File: config.mk
export PLATFORM = sky130hd
export DESIGN_NAME = cbd_sampler_par_flat
export DESIGN_NICKNAME = d
export VERILOG_FILES = /design/src/rtl/cbd_pkg.sv /design/src/rtl/cbd_sampler_par_if.sv /design/src/rtl/cbd_lane.sv /design/src/rtl/cbd_sampler_par.sv /design/src/flat_wrapper.sv
export SDC_FILE = /design/constraint.sdc
export NUM_CORES = 1
export LEC_CHECK = 0
export BUFFER_PORTS_ARGS = -buffer_cell sky130_fd_sc_hd__buf_2
export CAP_MARGIN = 20
export CORE_UTILIZATION = 50
export CTS_BUF_LIST = sky130_fd_sc_hd__clkbuf_16
export CTS_CLUSTER_SIZE = 10
export DETAILED_ROUTE_END_ITERATION = 10
export PLACE_DENSITY = 0.69
export SLEW_MARGIN = 25
export SYNTH_ARGS = -nofsm -noshare
export SYNTH_HDL_FRONTEND = slang
export SYNTH_HIERARCHICAL = 1
export SYNTH_SLANG_ARGS = --single-unit
export TNS_END_PERCENT = 50
File: constraint.sdc
create_clock -name clk -period 14.35 [get_ports clk]
set_clock_uncertainty 0.15 [all_clocks]
set_input_delay 1.435 -clock clk [delete_from_list [all_inputs] [get_ports clk]]
set_output_delay 1.435 -clock clk [all_outputs]
set_load 0.03 [all_outputs]
File: src/rtl/cbd_pkg.sv
// cbd_pkg: shared FSM type, Kyber constants and bit helpers for the CBD sampler.
package cbd_pkg;

  typedef enum logic [1:0] {
    IDLE = 2'd0,
    RUN  = 2'd1,
    DONE = 2'd2
  } cbd_state_e;

  localparam int KYBER_Q = 3329;
  localparam int BUF_W   = 128;
  localparam int PRG_W   = 64;

  // Number of set bits in a 3-bit field (0..3).
  function automatic logic [1:0] popcnt3(input logic [2:0] v);
    return {1'b0, v[0]} + {1'b0, v[1]} + {1'b0, v[2]};
  endfunction

endpackage

File: src/rtl/cbd_sampler_par_if.sv
// cbd_sampler_par_if: PRG word input, coefficient beat output and run control.
// master = producer/consumer side (testbench, keccak + write buffer), slave = sampler.
interface cbd_sampler_par_if #(
  parameter int LANES   = 4,
  parameter int COEFF_W = 12,
  parameter int ADDR_W  = 8
);

  logic                        start;
  logic                        n;
  logic [cbd_pkg::PRG_W-1:0]   In;
  logic                        ready;
  logic                        give_bits;
  logic [LANES*COEFF_W-1:0]    Out;
  logic                        out_valid;
  logic                        out_ready;
  logic [ADDR_W-1:0]           address;
  logic                        done;

  modport master (
    output start, n, In, ready, out_ready,
    input  give_bits, Out, out_valid, address, done
  );

  modport slave (
    input  start, n, In, ready, out_ready,
    output give_bits, Out, out_valid, address, done
  );

endinterface

File: src/rtl/cbd_lane.sv
// cbd_lane: one centred-binomial coefficient from a 2*eta-bit slice.
// With CBD_MODQ_EN defined the result is reduced into [0, q-1]; otherwise it
// is sign-extended two's complement.
module cbd_lane
  import cbd_pkg::*;
#(
  parameter int COEFF_W = 12
) (
  input  logic [5:0]         bits,
  input  logic               eta3,
  output logic [COEFF_W-1:0] coeff
);

  logic [1:0] a_s;
  logic [1:0] b_s;
  logic [3:0] d_s;

  // Popcount both halves of the slice and map the difference to the output encoding.
  always_comb begin
    if (eta3) begin
      a_s = popcnt3(bits[2:0]);
      b_s = popcnt3(bits[5:3]);
    end else begin
      a_s = popcnt3({1'b0, bits[1:0]});
      b_s = popcnt3({1'b0, bits[3:2]});
    end
    d_s = {2'b00, a_s} - {2'b00, b_s};
`ifdef CBD_MODQ_EN
    // Negative x becomes q + x; the sign-extended add wraps modulo 2**COEFF_W.
    if (d_s[3]) begin
      coeff = COEFF_W'(KYBER_Q) + {{(COEFF_W-4){1'b1}}, d_s};
    end else begin
      coeff = {{(COEFF_W-4){1'b0}}, d_s};
    end
`else
    coeff = {{(COEFF_W-4){d_s[3]}}, d_s};
`endif
  end

endmodule

File: src/rtl/cbd_sampler_par.sv
// cbd_sampler_par: LANES-wide CBD sampler fed by 64-bit PRG words through a
// 128-bit leftover buffer, with output back-pressure.
// Optional build macro CBD_MODQ_EN selects mod-q coefficient output (see cbd_lane).
module cbd_sampler_par
  import cbd_pkg::*;
#(
  parameter int LANES    = 4,
  parameter int COEFF_W  = 12,
  parameter int N_COEFFS = 256,
  parameter int ADDR_W   = 8
) (
  input logic              clk,
  input logic              rst,
  cbd_sampler_par_if.slave bus
);

  localparam int OUT_W   = LANES * COEFF_W;
  localparam int CNT_W   = $clog2(BUF_W + 1);
  localparam int WORDS_W = $clog2(N_COEFFS * 3 / 32 + 1);

  localparam logic [CNT_W-1:0]   G_ETA2     = CNT_W'(LANES * 4);
  localparam logic [CNT_W-1:0]   G_ETA3     = CNT_W'(LANES * 6);
  localparam logic [CNT_W-1:0]   CNT_ROOM   = CNT_W'(BUF_W - PRG_W);
  localparam logic [CNT_W-1:0]   CNT_WORD   = CNT_W'(PRG_W);
  localparam logic [WORDS_W-1:0] WORDS_ETA2 = WORDS_W'(N_COEFFS / 16);
  localparam logic [WORDS_W-1:0] WORDS_ETA3 = WORDS_W'(N_COEFFS * 3 / 32);
  localparam logic [ADDR_W-1:0]  LAST_GRP   = ADDR_W'(N_COEFFS / LANES - 1);

  cbd_state_e         state_r;
  logic               eta_r;
  logic [BUF_W-1:0]   buf_r;
  logic [CNT_W-1:0]   cnt_r;
  logic [WORDS_W-1:0] words_r;
  logic [ADDR_W-1:0]  grp_r;
  logic [OUT_W-1:0]   out_r;
  logic               out_valid_r;
  logic [ADDR_W-1:0]  address_r;
  logic               done_r;

  logic [CNT_W-1:0]   g_s;
  logic [WORDS_W-1:0] words_tot_s;
  logic               beat_acc_s;
  logic               cons_s;
  logic [CNT_W-1:0]   cnt_after_s;
  logic [BUF_W-1:0]   buf_after_s;
  logic               give_s;
  logic               word_acc_s;
  logic [BUF_W-1:0]   buf_next_s;
  logic [CNT_W-1:0]   cnt_next_s;
  logic [OUT_W-1:0]   lanes_s;

  // Lane i reads its 2*eta bits at offset i*2*eta from the bottom of the buffer.
  generate
    for (genvar gi = 0; gi < LANES; gi++) begin : g_lane
      logic [5:0] slice_s;
      assign slice_s = eta_r ? buf_r[gi*6 +: 6] : {2'b00, buf_r[gi*4 +: 4]};
      cbd_lane #(.COEFF_W(COEFF_W)) u_lane (
        .bits  (slice_s),
        .eta3  (eta_r),
        .coeff (lanes_s[gi*COEFF_W +: COEFF_W])
      );
    end
  endgenerate

  // Group consumption, PRG word request and next buffer contents for this cycle.
  always_comb begin
    g_s         = eta_r ? G_ETA3 : G_ETA2;
    words_tot_s = eta_r ? WORDS_ETA3 : WORDS_ETA2;
    beat_acc_s  = out_valid_r && bus.out_ready;
    cons_s      = (state_r == RUN) && (cnt_r >= g_s) && (!out_valid_r || bus.out_ready);
    cnt_after_s = cons_s ? (cnt_r - g_s) : cnt_r;
    buf_after_s = cons_s ? (buf_r >> g_s) : buf_r;
    // Room is judged after this cycle's consumption so a full word always fits.
    give_s      = (state_r == RUN) && (cnt_after_s <= CNT_ROOM) && (words_r < words_tot_s);
    word_acc_s  = give_s && bus.ready;
    if (word_acc_s) begin
      buf_next_s = buf_after_s | ({{(BUF_W-PRG_W){1'b0}}, bus.In} << cnt_after_s);
      cnt_next_s = cnt_after_s + CNT_WORD;
    end else begin
      buf_next_s = buf_after_s;
      cnt_next_s = cnt_after_s;
    end
  end

  // Run FSM with bit buffer, counters and the held output beat.
  always_ff @(posedge clk or posedge rst) begin
    if (rst) begin
      state_r     <= IDLE;
      eta_r       <= 1'b0;
      buf_r       <= '0;
      cnt_r       <= '0;
      words_r     <= '0;
      grp_r       <= '0;
      out_r       <= '0;
      out_valid_r <= 1'b0;
      address_r   <= '0;
      done_r      <= 1'b0;
    end else begin
      done_r <= 1'b0;
      case (state_r)
        IDLE: begin
          if (bus.start) begin
            state_r     <= RUN;
            eta_r       <= bus.n;
            buf_r       <= '0;
            cnt_r       <= '0;
            words_r     <= '0;
            grp_r       <= '0;
            address_r   <= '0;
            out_valid_r <= 1'b0;
          end
        end
        RUN: begin
          buf_r <= buf_next_s;
          cnt_r <= cnt_next_s;
          if (word_acc_s) begin
            words_r <= words_r + WORDS_W'(1);
          end
          // The register refills on the same edge its current beat is accepted.
          if (cons_s) begin
            out_r       <= lanes_s;
            address_r   <= grp_r;
            grp_r       <= grp_r + ADDR_W'(1);
            out_valid_r <= 1'b1;
          end else if (beat_acc_s) begin
            out_valid_r <= 1'b0;
          end
          if (beat_acc_s && (address_r == LAST_GRP)) begin
            state_r <= DONE;
            done_r  <= 1'b1;
          end
        end
        DONE: begin
          state_r <= IDLE;
        end
        default: begin
          state_r <= IDLE;
        end
      endcase
    end
  end

  assign bus.give_bits = give_s;
  assign bus.Out       = out_r;
  assign bus.out_valid = out_valid_r;
  assign bus.address   = address_r;
  assign bus.done      = done_r;

endmodule

File: src/flat_wrapper.sv
// flat-port wrapper written by rule: the top's interface ports become plain ports
module cbd_sampler_par_flat import cbd_pkg::*;
#(
  parameter int LANES    = 4,
  parameter int COEFF_W  = 12,
  parameter int N_COEFFS = 256,
  parameter int ADDR_W   = 8
)
  (clk, rst, bus_start, bus_n, bus_In, bus_ready, bus_out_ready, bus_give_bits, bus_Out, bus_out_valid, bus_address, bus_done);
  cbd_sampler_par_if #(.LANES(LANES), .COEFF_W(COEFF_W), .ADDR_W(ADDR_W)) bus_i ();
  input logic clk;
  input logic rst;
  input wire logic [$bits(bus_i.start)-1:0] bus_start;
  input wire logic [$bits(bus_i.n)-1:0] bus_n;
  input wire logic [$bits(bus_i.In)-1:0] bus_In;
  input wire logic [$bits(bus_i.ready)-1:0] bus_ready;
  input wire logic [$bits(bus_i.out_ready)-1:0] bus_out_ready;
  output wire logic [$bits(bus_i.give_bits)-1:0] bus_give_bits;
  output wire logic [$bits(bus_i.Out)-1:0] bus_Out;
  output wire logic [$bits(bus_i.out_valid)-1:0] bus_out_valid;
  output wire logic [$bits(bus_i.address)-1:0] bus_address;
  output wire logic [$bits(bus_i.done)-1:0] bus_done;
  assign bus_i.start = bus_start;
  assign bus_i.n = bus_n;
  assign bus_i.In = bus_In;
  assign bus_i.ready = bus_ready;
  assign bus_i.out_ready = bus_out_ready;
  assign bus_give_bits = bus_i.give_bits;
  assign bus_Out = bus_i.Out;
  assign bus_out_valid = bus_i.out_valid;
  assign bus_address = bus_i.address;
  assign bus_done = bus_i.done;
  cbd_sampler_par #(.LANES(LANES), .COEFF_W(COEFF_W), .N_COEFFS(N_COEFFS), .ADDR_W(ADDR_W)) u_core (.clk(clk), .rst(rst), .bus(bus_i));
endmodule
=== Word-level counts from Yosys, hierarchy flattened ===
Index checks and enable logic that the tools add are counted.

* Add/sub/neg operators: 28
* Order comparisons: 3
* Equal/unequal tests: 7
* Shift operators: 2
* Muxes and demuxes: 38
* Bitwise logic cells: 1
* Reduce and logical (&&, ||, !) cells: 18

{| class="wikitable"
|+ Operators with widths
! operator !! count
|-
| 128-bit 2-to-1 mux || 3
|-
| 128-bit case mux with 2 select lines || 1
|-
| 128-bit bitwise OR || 1
|-
| 64-bit by 8-bit left shift with 128-bit output || 1
|-
| 128-bit by 8-bit right shift with 128-bit output || 1
|-
| 8-bit case mux with 2 select lines || 3
|-
| 8-bit 2-to-1 mux || 5
|-
| 1-bit by 1-bit adder with 2-bit output || 12
|-
| 6-bit 2-to-1 mux || 4
|-
| 2-bit 2-to-1 mux || 10
|-
| 2-bit by 1-bit adder with 2-bit output || 8
|-
| 2-bit by 2-bit subtractor with 3-bit output || 4
|-
| 5-bit 2-to-1 mux || 2
|-
| 5-bit case mux with 2 select lines || 1
|-
| 3-bit AND reduction || 3
|-
| 8-bit by 1-bit adder with 8-bit output, second input constant || 1
|-
| 8-bit by 7-bit adder with 8-bit output, second input constant || 1
|-
| 8-bit by 6-bit == test with 1-bit output, second input constant || 1
|-
| 8-bit >= comparator || 1
|-
| 8-bit by 7-bit <= comparator with 1-bit output, second input constant || 1
|-
| 4-bit 2-to-1 mux || 2
|-
| 2-bit AND reduction || 4
|-
| 8-bit subtractor || 1
|-
| 1-bit logical AND || 7
|-
| other kinds (13) || 19
|}

* Bits in registers: 201
* Input bits: 70

=== Longest topological paths before layout ===
Gate-level depths: netlist of the first run.

* Word-level depth: 11
* Mapped depth: 16
* Depth with buffers taken out: 15

=== Hierarchy ===
The synthesis of the first run kept the hierarchy.

{| class="wikitable"
|+ By module, submodules not included
! module !! instances !! cells an instance !! area each (um2) !! seq. area each (um2)
|-
| cbd_sampler_par || 1 || 1493 || 13284.0 || 5180.0
|-
| cbd_lane || 4 || 27 || 235.2 || 0.0
|}

=== Worst setup path before layout of the first run ===
No wires, ideal clock.

* Path kind: input to output
* From: in bus_out_ready
* To: out bus_give_bits
* Arrival time: 3.372 ns
* Data required time: 12.765 ns
* Path slack: 9.393 ns
* Stages on the path: 10
* Buffers on the path: 3
* Cell sequence: nor2b_1 > buf_2 > o41ai_1 > o41ai_2 > inv_2 > clkbuf_1 > buf_2 > ha_1 > a21o_1 > and2_1

* Longest elaborated chain between the ends: 6

{| class="wikitable"
|+ RTL lines
! item !! RTL line !! text
|-
| from (decl) || flat_wrapper.sv:17 || <nowiki>input wire logic [$bits(bus_i.out_ready)-1:0] bus_out_ready;</nowiki>
|-
| 1-bit logical OR || cbd_sampler_par.sv:70 || <nowiki>cons_s = (state_r == RUN) && (cnt_r >= g_s) && (!out_valid_r || bus.out_ready);</nowiki>
|-
| 1-bit logical AND || cbd_sampler_par.sv:70 ||
|-
| 8-bit 2-to-1 mux || cbd_sampler_par.sv:71 || <nowiki>cnt_after_s = cons_s ? (cnt_r - g_s) : cnt_r;</nowiki>
|-
| 8-bit by 7-bit <= comparator with 1-bit output || cbd_sampler_par.sv:74 || <nowiki>give_s = (state_r == RUN) && (cnt_after_s <= CNT_ROOM) && (words_r < words_tot_s);</nowiki>
|-
| 1-bit logical AND (2 in a row) || cbd_sampler_par.sv:74 ||
|-
| to (decl) || flat_wrapper.sv:18 || <nowiki>output wire logic [$bits(bus_i.give_bits)-1:0] bus_give_bits;</nowiki>
|}

Every way passes these cells.

=== Final worst setup path of the first run ===
* From: reg u_core.eta_r
* To: out bus_give_bits

* Longest elaborated chain between the ends: 8

{| class="wikitable"
|+ RTL lines
! item !! RTL line !! text
|-
| from (decl) || cbd_sampler_par.sv:30 || <nowiki>logic eta_r;</nowiki>
|-
| from (signal assigned) || cbd_sampler_par.sv:104 || <nowiki>eta_r <= bus.n;</nowiki>
|-
| 4-bit 2-to-1 mux || cbd_sampler_par.sv:67, cbd_sampler_par.sv:68 ||
|-
| 8-bit >= comparator || cbd_sampler_par.sv:70 ||
|-
| 1-bit logical AND (2 in a row) || cbd_sampler_par.sv:70 ||
|-
| 8-bit 2-to-1 mux || cbd_sampler_par.sv:71 ||
|-
| 8-bit by 7-bit <= comparator with 1-bit output || cbd_sampler_par.sv:74 ||
|-
| 1-bit logical AND || cbd_sampler_par.sv:74 ||
|-
| 1-bit logical AND (*) || cbd_sampler_par.sv:74 ||
|}

Every way passes the cells marked *; elsewhere a longest branch is shown, timed or not.

==> flow_summary.yaml, run 1 <==
sta:
  setup_viol: 0
  tns_ns: 0
  tightest_slew_ns: 1.18
  slew_headroom_pct: 21.2
  slew_viol_final: 0
  finalCriticalPeriod_ns: 6.17
  period_share_pct: 43.0
  hold_violations: 0
  rsz0062_at_grt: "false"
  max_freq_mhz: 162
synth:
  synth_edf_count: 0
  synth_cells: 1601
  async_flop_share_pct: 100
  syn-cell-area_mm2: 0.0142
  synth_ff_type: "dfrtp_1"
  avgSynthCellArea_um2: 8.89
  ys_seq_area_share_pct: 36.4
  ys_ff_latch: 207
  synth.distinct_cells: 70
  yosysWarnings: 6
  syn-num-nets: 1701
drt:
  drt_wl_total_um: 46000
  drt_iter0_markers: 1767
  dr.pass1.iters: 8
  viasPerCell: 6.44
  wl_per_cell_um: 22.8
  drtAntennaViolNets: 0
  vias: 13000
  drc: 0
flow_run:
  drv_cap: 0
finish:
  nFillCells: 2503
  n_antenna_cell: 0
  syn_to_final_growth_pct: 9.06
  layout_common_cells: "nand2_1, dfrtp_1, mux2i_1, buf_2, nor2_1"
  layout.nets: 1724
  layout_commonest_cell: "nand2_1"
  drive_gt1_share_pct: 14.4
floorplanning:
  dieWidth_um: 171
  fp.dieArea_mm2: 0.0291
  io_pins: 129
  std_cell_rows: 61
  die_h_um: 171
  fp.coreArea_mm2: 0.0279
  initial_core_util_pct: 51.1
clock_tree:
  cts.clk_slew.worst_paths_ns: 0.06
  cts_buffers: 26
  cts_root_buf: "clkbuf_16"
  cts_hold_buf: 0
  clk_latency_ns: 0.53
  cts_resized: 0
  clockBufferDepth: 3
  post_cts_buffers: 0
  cts_tree: "built"
  cts_max_level: 1
  cts_num_sinks: 207
hold_path:
  hold_class: "flop to flop"
global_route:
  antenna_found_initial: 1
  globalRouteOverflowTotal: 0
  grt_usage_pct: 31.6
  grt_pass1_wl_um: 70300
  first_global_vias: 12000
  grt_start_max_net_pins: 111
critical_path:
  required_ns: 12.77
  cp-end-kind: "output pin"
  startpoint_type: "flop"
  crit_arrival_ns: 4.59
  worstSetupPathType: "flop to output pin"
  crit_fanout: 45
placement:
  port_buffers: 128
  place.gp.congestion: 0.999
  hpwl_um: 30600
run_status:
  status: "finished, final reports clean"
[final cells by class]
cell class / count / area (um2) / share of cell area (%)
Timing Repair Buffer: 146 / 779 / 5.02
Clock inverter: 14 / 93.8 / 0.605
Inverter: 37 / 146 / 0.944
Clock buffer: 26 / 651 / 4.19
Multi-Input combinational cell: 1206 / 8190 / 52.8
Sequential cell: 207 / 5180 / 33.4
Tap cell: 378 / 473 / 3.05
[registers in the layout, indices dropped and copies added, names as in the netlist]
register              cells
u_core/buf_r            128
u_core/cnt_r              5
u_core/state_r            2
u_core/grp_r              8
u_core/bus.out_valid      1
u_core/words_r            5
u_core/eta_r              1
u_core/bus.address        8
u_core/bus.done           1
u_core/bus.Out           48
[cell usage after synthesis (5+ instances only)]
cell / number / area [um2]
nand2_1: 273 / 1020
dfrtp_1: 207 / 5180
mux2i_1: 194 / 1940
nor2_1: 121 / 454
a21oi_1: 110 / 551
clkbuf_1: 66 / 248
a211oi_1: 60 / 450
o21ai_1: 59 / 295
buf_4: 46 / 345
o221ai_1: 37 / 324
inv_1: 35 / 131
o21ai_0: 33 / 165
nand3_1: 30 / 150
buf_2: 22 / 110
a221o_1: 19 / 190
ha_1: 18 / 225
o31ai_1: 18 / 135
mux2_2: 16 / 180
buf_1: 14 / 52.6
mux2_1: 14 / 158
fa_1: 12 / 240
mux2_4: 12 / 180
o22ai_1: 12 / 75.1
a221oi_1: 10 / 87.6
a22oi_1: 10 / 75.1
and2_1: 10 / 62.6
a222oi_1: 8 / 80.1
a32o_1: 8 / 80.1
nand4_1: 8 / 50.1
nand4b_1: 8 / 70.1
o21a_1: 8 / 60.1
a2bb2oi_1: 7 / 61.3
nor3b_1: 7 / 52.6
nor2b_1: 6 / 37.5
nor3_1: 6 / 30.0
o211ai_1: 6 / 45.0
or3_1: 6 / 37.5
xor2_1: 5 / 43.8
[worst paths after layout]
kind | startpoint | to | slack, ns | depth (start not counted)
min in group asynchronous | rst | u_core/bus.Out[5] | 0.89 | 2
worst max-delay path | u_core/eta_r | bus_give_bits | 8.18 | 10
worst max register to register | u_core/eta_r | u_core/buf_r[11] | 8.34 | 14
worst min register to register | u_core/bus.Out[2] | u_core/bus.Out[2] | 0.32 | 2
max in group asynchronous | rst | u_core/buf_r[54] | 11.92 | 3
worst min-delay path | u_core/bus.Out[2] | u_core/bus.Out[2] | 0.32 | 2
[metrics by stage]
step	area, um2	hold slack [ns]	instances	setup slack (ns)	utilization, %
6_report	15500	0.317	2014	8.18	55.7
3_5_place_dp	14800	0.308	1974	8.49	53.0
2_1_floorplan	14200	0.303	1601	7.11	-
3_3_place_gp	14800	0.303	1974	8.45	53.0
5_1_grt	15500	0.334	2014	8.03	55.7
4_1_cts	15500	0.321	2014	8.25	55.7
[routing by layer]
layer  global-route usage, %  share of wire [%]
met4                    10.8                3.7
met5                    2.09               0.19
met3                    10.8                 12
met1                    44.2                 43
met2                    44.7                 41
[cells by family (layout without fill, tap and decap cells)]
| group | after synthesis | count (layout) | synth area share, % |
|---|---|---|---|
| AO/OA/AOI/OAI | 432 | 432 | 20.7 |
| buffers and inverters | 188 | 223 | 6.53 |
| multiplexers | 236 | 236 | 17.3 |
| adder cells (fa/ha/maj) | 30 | 30 | 3.27 |
| XOR/XNOR | 8 | 8 | 0.493 |
| flip-flops | 207 | 207 | 36.4 |
| AND/OR/NAND/NOR | 500 | 500 | 15.3 |
[worst max-delay path, stage by stage, from the launching register on]
cell     delay [ns]
dfrtp_4        0.95
ha_1           0.40
nor2b_1        0.28
o21a_1         0.44
o41ai_4        0.14
buf_4          0.29
inv_2          0.59
ha_1           0.42
a21o_1         0.15
and2_1         0.15
buf_2          0.20
Power of run 1 is left out: the tool's default activity adds up to more than one toggle a clock period on the data nets, which glitch-free logic cannot reach.
==> inputs of run 2 (changes only) <==
Settings changed: ABC_AREA set to 1, PLACE_DENSITY 0.69 to 0.71.
Clock period 14.35 ns to 5.1 ns, I/O delays scaled along.
==> run 2 against run 1 <==
  * Hold slack lost 0.27 ns
  * Synthesized cell count grew 65%
  * Die area grew 15%
  * Sequential share of layout area shrank 4.0 points
  * Critical path depth grew 5
  * Utilization shrank 0.35 points
==> flow_summary.yaml, run 2 <==
placement:
  port_buffers: 128
  hpwl_um: 36400
  place.gp.congestion: 0.956
  dp.cells: 3028
clock_tree:
  cts_num_sinks: 207
  cts.clk_slew.worst_paths_ns: 0.06
  post_cts_buffers: 0
  clockBufferDepth: 3
  clk_latency_ns: 0.55
  cts_root_buf: "clkbuf_16"
  cts_hold_buf: 1
  cts_tree: "built"
  cts_buffers: 27
  cts_resized: 0
  cts_max_level: 1
floorplanning:
  die_h_um: 183
  initial_core_util_pct: 51.3
  fp.dieArea_mm2: 0.0334
  fp.coreArea_mm2: 0.0319
  dieWidth_um: 183
  io_pins: 129
  std_cell_rows: 65
finish:
  layout_common_cells: "nand2_1, nand3_1, dfrtp_1, o21ai_0, inv_1"
  drive_gt1_share_pct: 8.91
  top_register: "u_core/buf_r"
  layout_commonest_cell: "nand2_1"
  finalCoreUtilization_pct: 55.3
  layout.nets: 2724
  final_cells: 3075
  syn_to_final_growth_pct: 7.94
  largest_register_ffs: 128
synth:
  synth_xor_area_share_pct: 0.214
  synthAdderAreaFrac_pct: 2.85
  syn-num-nets: 2747
  synth_simple_gate_area_share_pct: 40.6
  synth_cells: 2647
  ys_ff_latch: 207
  synth_top_family_by_area: "simple AND/OR/NAND/NOR gates"
  synth.distinct_cells: 35
  synth_common_cells: "nand2_1, nand3_1, dfrtp_1, o21ai_0, inv_1"
  syn-cell-area_mm2: 0.0163
  synth_top_area_share_pct: 31.7
  yosysWarnings: 6
  synth-compound-area-share_pct: 10.3
  yosys-top-cells-area: "dfrtp_1, nand2_1, nand3_1"
  synth_edf_count: 0
  yosys.area.top_type: "dfrtp_1"
  async_flop_share_pct: 100
  synth_ff_type: "dfrtp_1"
  yosys.cell_count.top_type: "nand2_1"
  avgSynthCellArea_um2: 6.18
  ys_seq_area_share_pct: 31.7
  synthMuxAreaShare_pct: 3.25
critical_path:
  critPathBufInv: 3
  worstSetupPathType: "flop to flop"
  cp.depth: 15
  reg2reg_from: "u_core/cnt_r[3]"
  startpoint_type: "flop"
  required_ns: 5.42
  crit_path_top_delay_cell: "buf_4"
  rrSetupSlack_ns: 1.01
  crit_fanout: 68
  worstPathCellList: "inv_1 > ha_1 > nand2_1 > nand3_1 > o21ai_4 > buf_4 > nand2_1 > nand2_2 > buf_4 > nand2_1 > o22ai_1 > nand3_1 > nand2_1 > nand2_1 > nand2_1"
  crit_start: "u_core/cnt_r[3]"
  cp-end-kind: "flop"
  reg2regPathDepth: 15
  cpMostUsedCell: "nand2_1"
  reg2reg_to: "u_core/buf_r[109]"
  worstSetupEndpoint: "u_core/buf_r[109]"
  crit_arrival_ns: 4.41
  critical-path-max-stage-delay_ns: 0.65
  crit_family: "simple AND/OR/NAND/NOR gates"
drt:
  wl_per_cell_um: 18.0
  drt_wl_total_um: 55300
  met2WireLength_um: 24900
  wl_met1_um: 23400
  met3_length_um: 4200
  highest_layer: "met5"
  dr.pass1.iters: 9
  drc: 0
  drtAntennaViolNets: 0
  viasPerCell: 5.68
  vias: 17500
  drt_iter0_markers: 1777
flow_run:
  drv_cap: 0
global_route:
  grt_start_max_net_pins: 257
  globalRouteOverflowTotal: 0
  antenna_found_initial: 4
  grt_pass1_wl_um: 88400
  grt_usage_pct: 33.2
  first_global_vias: 16100
sta:
  tightest_slew_ns: 1.01
  slew_headroom_pct: 33.0
  period_share_pct: 80.1
  max_freq_mhz: 245
  rsz0062_at_grt: "false"
  finalCriticalPeriod_ns: 4.09
  tns_ns: 0
  slew_viol_final: 0
  hold_violations: 0
  setup_viol: 0
run_status:
  status: "finished, final reports clean"
hold_path:
  hold_class: "input port to flop"
run 2: cell types whose count changed after synthesis, moves of 94 or more:
cell / previous run / this run
o21ai_0: 33 / 203
a21oi_1: 110 / 16
mux2i_1: 194 / 44
inv_1: 35 / 194
nand3_1: 30 / 310
nand2_1: 273 / 1162
run 2: how the worst min path moves through the flow:
stage | startpoint | to | cells after the start
CTS | bus_n | u_core/eta_r | 3
detailed placement | u_core/state_r[1] | u_core/bus.done | 1
global placement | u_core/state_r[1] | u_core/state_r[1] | 1
floorplan | u_core/state_r[1] | u_core/bus.done | 1
finish | bus_n | u_core/eta_r | 3
global route | bus_n | u_core/eta_r | 3
run 2: kinds of logic (layout without fill, tap and decap cells):
group           after synthesis  count (layout)
simple gates               1624            1624
compound gates              310             310
xor+xnor                      4               4
fa+ha+maj                    30              30
flops                       207             207
mux                          52              52
other cells                   0               3
buf+inv                     420             410
run 2: worst min-delay path, delay by kind of cell:
family,cells,cell delay [ns]
simple gates,2,0.12
buf+inv,1,0.08
run 2: cell type report:
| cell class | count | area (um2) |
|---|---|---|
| clock inverter | 15 | 97.6 |
| inverter | 208 | 795 |
| timing repair buffer | 160 | 966 |
| tap | 435 | 544 |
| antenna | 3 | 7.51 |
| multi-input combinational | 2020 | 9370 |
| sequential | 207 | 5180 |
| clock buffer | 27 | 676 |
| fill | 3195 | 14200 |
run 2: per-stage QoR:
step,worst slack [ns],hold slack (ns),cell area [um2]
floorplan,1.04,0.276,16300
global placement,1.22,0.290,16800
detailed placement,1.12,0.305,16800
CTS,1.09,0.0422,17600
global route,0.855,0.0433,17600
finish,1.01,0.0492,17600
run 2: per-layer routing:
| metal | GRT usage, % | up-vias |
|---|---|---|
| li1 | - | 8402 |
| met1 | 44.6 | 8136 |
| met2 | 52.4 | 767 |
| met3 | 5.14 | 155 |
| met4 | 16.2 | 4 |
| met5 | 0 | - |
Power of run 2 is left out for the same reason.
